[config.mk]
export PLATFORM = sky130hd
export DESIGN_NAME = conv2_sched
export DESIGN_NICKNAME = d
export VERILOG_FILES = /design/src/rtl/conv2_sched.sv
export SDC_FILE = /design/constraint.sdc
export NUM_CORES = 1
export LEC_CHECK = 0
export ABC_CLOCK_PERIOD_IN_PS = 1700
export CAP_MARGIN = 10
export CORE_ASPECT_RATIO = 0.5
export CORE_MARGIN = 2
export CORE_UTILIZATION = 40
export DETAILED_ROUTE_END_ITERATION = 10
export SLEW_MARGIN = 20
export SYNTH_ARGS = -nofsm -noshare
export SYNTH_HDL_FRONTEND = slang
export SYNTH_SLANG_ARGS = --single-unit
[constraint.sdc]
create_clock -name clk -period 1.7 [get_ports clk]
set_clock_uncertainty 0.05 [all_clocks]
set_input_delay 0.51 -clock clk [delete_from_list [all_inputs] [get_ports clk]]
set_output_delay 0.51 -clock clk [all_outputs]
set_load 0.02 [all_outputs]
[src/rtl/conv2_sched.sv]
// conv2_sched: tracks the input raster and issues OUT_CH shared-MAC cycles per complete window.
// Results appear 1 cycle after calc_en; ready_in drops for OUT_CH cycles after each window pixel.
module conv2_sched #(
    parameter int WIDTH       = 12,
    parameter int HEIGHT      = 12,
    parameter int FILTER_SIZE = 5,
    parameter int OUT_CH      = 3,
    localparam int MAX_DIM    = (WIDTH > HEIGHT) ? WIDTH : HEIGHT,
    localparam int CW         = (MAX_DIM > 1) ? $clog2(MAX_DIM) : 1,
    localparam int CHW        = (OUT_CH > 1) ? $clog2(OUT_CH) : 1
) (
    input  logic           clk,
    input  logic           rst_n,
    input  logic           valid_in,
    output logic           ready_in,
    output logic           calc_en,
    output logic [CHW-1:0] ch_sel,
    output logic           valid_out,
    output logic [CHW-1:0] out_ch,
    output logic [CW-1:0]  out_row,
    output logic [CW-1:0]  out_col,
    output logic           frame_done
);

    localparam logic [CW-1:0]  COL_LAST = CW'(WIDTH - 1);
    localparam logic [CW-1:0]  ROW_LAST = CW'(HEIGHT - 1);
    localparam logic [CW-1:0]  K_M1     = CW'(FILTER_SIZE - 1);
    localparam logic [CHW-1:0] CH_LAST  = CHW'(OUT_CH - 1);

    typedef enum logic {
        S_ACCEPT = 1'b0,
        S_ISSUE  = 1'b1
    } state_t;

    state_t          state;
    logic [CW-1:0]   row;
    logic [CW-1:0]   col;
    logic [CHW-1:0]  ch;
    logic [CW-1:0]   win_row;
    logic [CW-1:0]   win_col;
    logic            last_win;
    logic            window_hit;

    assign window_hit = (row >= K_M1) && (col >= K_M1);

    // Handshake and datapath enables depend only on registered state.
    assign ready_in   = (state == S_ACCEPT);
    assign calc_en    = (state == S_ISSUE);
    assign ch_sel     = ch;
    assign frame_done = valid_out && (out_ch == CH_LAST) && last_win;

    always_ff @(posedge clk) begin
        if (!rst_n) begin
            state     <= S_ACCEPT;
            row       <= '0;
            col       <= '0;
            ch        <= '0;
            win_row   <= '0;
            win_col   <= '0;
            last_win  <= 1'b0;
            valid_out <= 1'b0;
            out_ch    <= '0;
            out_row   <= '0;
            out_col   <= '0;
        end else begin
            valid_out <= calc_en;
            out_ch    <= ch_sel;
            out_row   <= win_row;
            out_col   <= win_col;

            if (frame_done) begin
                last_win <= 1'b0;
            end

            case (state)
                S_ACCEPT: begin
                    if (valid_in) begin
                        if (col == COL_LAST) begin
                            col <= '0;
                            row <= (row == ROW_LAST) ? '0 : row + CW'(1);
                        end else begin
                            col <= col + CW'(1);
                        end
                        if (window_hit) begin
                            win_row <= row - K_M1;
                            win_col <= col - K_M1;
                            ch      <= '0;
                            state   <= S_ISSUE;
                            // Bottom-right window is the final one of the frame.
                            if (row == ROW_LAST && col == COL_LAST) begin
                                last_win <= 1'b1;
                            end
                        end
                    end
                end
                S_ISSUE: begin
                    if (ch == CH_LAST) begin
                        ch    <= '0;
                        state <= S_ACCEPT;
                    end else begin
                        ch <= ch + CHW'(1);
                    end
                end
                default: state <= S_ACCEPT;
            endcase
        end
    end

endmodule

==> summary.md <==
| Metric | Value |
|---|---|
| Skew-Pair Late Insertion Delay | `0.28 ns` |
| DRT Wirelength | `2.28 mm` |
| Vias in the first global route | `839` |
| Syn. warnings | `0` |
| Global-route wire length before repair | `3.71 mm` |
| Initial Util | `42.1%` |
| Cell count after synthesis | `121` |
| Core ar. | `0.00300 mm²` |
| Crit path DAT | `1.78 ns` |
| Post-CTS setup buffers | `0` |
| H-Tree Depth | `2` |
| Final Util | `54.6%` |
| Reg2Reg Setup Slack | `0.09 ns` |
| Yosys top cell area share | `49.2%` |
| Hold path startpoint | `win_col[0]` |
| Leakage | `0.739 nW` |
| CTS root buf | `clkbuf_8` |
| Clock sinks | `31` |
| Hold Path Depth | `1` |
| Syn nets | `130` |
| DR pass1 iterations | `4` |
| Worst hold endpoint | `out_col[0]` |
| GP Congestion | `0.800` |
| Chip Width | `83.4 µm` |
| Slew @ Worst Pin | `0.272 ns` |
| Gr ovfl total | `0` |
| Leading area contributor after synthesis | `dfxtp_1` |
| DR vias/cell | `4.85` |
| Hold buffers post-CTS | `0` |
| Crit path launch | `col[2]` |
| Max Root-Sink Buffers | `2` |
| Vias | `931` |
| Fmax | `621 MHz` |
| Syn_area_per_cell | `10.4 µm²` |
| Most common cell in the netlist | `dfxtp_1` |
| Minimum clock period | `1.61 ns` |
| Reg clk slew, reported paths | `0.06 ns` |
| Flops & latches, synth | `31` |
| Finished Cell Area | `0.00163 mm²` |
| Startpoint Class | `register` |
| Worst-case reg-to-reg path depth | `5` |
| Mapped Area | `0.00126 mm²` |
| DRC viols | `0` |
| HPWL after detailed placement | `1.57 mm` |
| Outcome | `finished, final reports clean` |
| Cts bufs inserted | `5` |
| Ys flop type | `dfxtp_1` |
| Layout area overhead | `29.6%` |
| CP endpoint kind | `register` |
| Final setup fails | `0` |
| Fillers | `291` |
| Fin nets | `160` |
| Ys async rst share | `0%` |
| Share of cells above drive strength 1 | `15.8%` |
| Synth top cells by count | `dfxtp_1 (31), and2_1 (13), nand2_1 (11)` |
| Largest net degree at the start of global routing | `31` |
| Worst r2r src | `col[2]` |
| Max-Cap Viols | `0` |
| Crit-path max FO | `6` |
| WL/cell | `11.9 µm` |
| Initial antenna violation count | `0` |
| Placed inst area | `0.00155 mm²` |
| Cell row count | `14` |
| Worst VDD drop | `0.348 mV` |
| Worst R2R End | `row[3]` |
| Sequential-to-total area share from yosys stat | `49.2%` |
| Largest cells by area after synthesis | `dfxtp_1 (49%), and2_1 (6.4%), ha_1 (6.0%), mux2i_1 (4.0%), nand2_1 (3.3%)` |
| Number of enable flip-flop cells after synthesis | `0` |
| Die ar. | `0.00365 mm²` |
| Die H | `43.7 µm` |
| WS Path Type | `register to register` |
| CP required | `1.87 ns` |
| Non-Filler Instances | `192` |
| I/O Pins | `19` |
| Initial DRC Count | `40` |
| Antenna-violating nets left | `0` |
| Tcrit/Tclk final | `94.7%` |
| PD cells | `864 mW/mm²` |
| Slew headroom | `81.6%` |
| Hold Crit Class | `register to register` |
| DP Cell Count | `184` |
| ANT cells | `0` |
| Slew Limit Fails | `0` |
| Hold WS | `0.407 ns` |
| Final Hold Viols | `0` |
| IO buf count | `18` |
| CTS tree | `done` |
| Synth unique cells | `32` |
| GRT Total Usage | `14.1%` |
==> registers in the layout (all words and copies together) (netlist names), 2 cells and up <==
name / cells
row: 4
out_ch: 2
out_row: 4
win_col: 4
ch_sel: 2
out_col: 4
win_row: 4
col: 4
==> layer usage <==
metal | global-route usage (%) | vias up | part of all wire [%]
met4 | 11.6 | 0 | 2.1
li1 | - | 478 | -
met3 | 5.71 | 5 | 4.9
met5 | 0 | - | 0
met2 | 21.1 | 24 | 45
met1 | 16.4 | 424 | 48
==> worst max-delay path, stage by stage, from the launching register on <==
cell and delay [ns]:
dfxtp_1 0.35, inv_1 0.11, ha_2 0.23, nand4b_4 0.15, or4_1 0.52, a21boi_1 0.14
==> cell families (layout without fill, tap and decap cells) <==
group | after synthesis | in the layout | synth area share, %
simple gates | 47 | 47 | 24.2
flops | 31 | 31 | 49.2
compound gates | 20 | 20 | 11.8
buf+inv | 11 | 42 | 4.17
fa+ha+maj | 6 | 6 | 5.95
mux | 5 | 5 | 3.97
xor+xnor | 1 | 1 | 0.695
==> through the flow <==
stage	setup slack, ns	power [W]	setup TNS [ns]
2_1_floorplan	0.0633	0.000777	0
3_3_place_gp	-0.310	0.000794	-3.32
5_1_grt	-0.000347	0.00147	-0.000347
3_5_place_dp	-0.353	0.000795	-3.75
6_report	0.0901	0.00141	0
4_1_cts	0.0532	0.00143	0
==> layout by cell type (no fill, tap or decap), types with 5 or more instances in the layout <==
| cell | instances |
|---|---|
| dfxtp_1 | 31 |
| dlygate4sd2_1 | 16 |
| and2_1 | 13 |
| nand2_1 | 11 |
| buf_4 | 9 |
| clkbuf_8 | 7 |
| inv_1 | 6 |
| mux2i_1 | 5 |
| nor2b_1 | 5 |
==> timing repair <==
action	in CTS	in global routing
hold endpoints to repair	0	0
gates resized for setup	21	3
endpoints found under the setup margin	17	2
==> where the power goes <==
group / internal (W) / switching, W
combinational: 0.0000206 / 0.0000213
clock: 0.000369 / 0.000263
sequential: 0.000731 / 0.00000641
total: 0.00112 / 0.000291
==> how the worst max path moves through the flow <==
stage | end | slack (ns) | cells past startpoint
after floorplan | win_row[1] | 0.06 | 6
after global placement | row[3] | -0.31 | 4
after detailed placement | row[3] | -0.35 | 4
after CTS | row[3] | 0.05 | 5
after global routing | win_row[1] | -0.0003 | 6
final | row[3] | 0.09 | 5
==> area by class of cell <==
| cell class | count | area [µm²] | share of cell area, % |
|---|---|---|---|
| flip-flops and latches | 31 | 621 | 38.0 |
| multi-input cells | 79 | 598 | 36.6 |
| repair buffers | 28 | 243 | 14.9 |
| clock buffers | 8 | 100 | 6.13 |
| well taps | 40 | 50.0 | 3.06 |
| inverters | 6 | 22.5 | 1.38 |
Power figures use the tool's default switching activity.
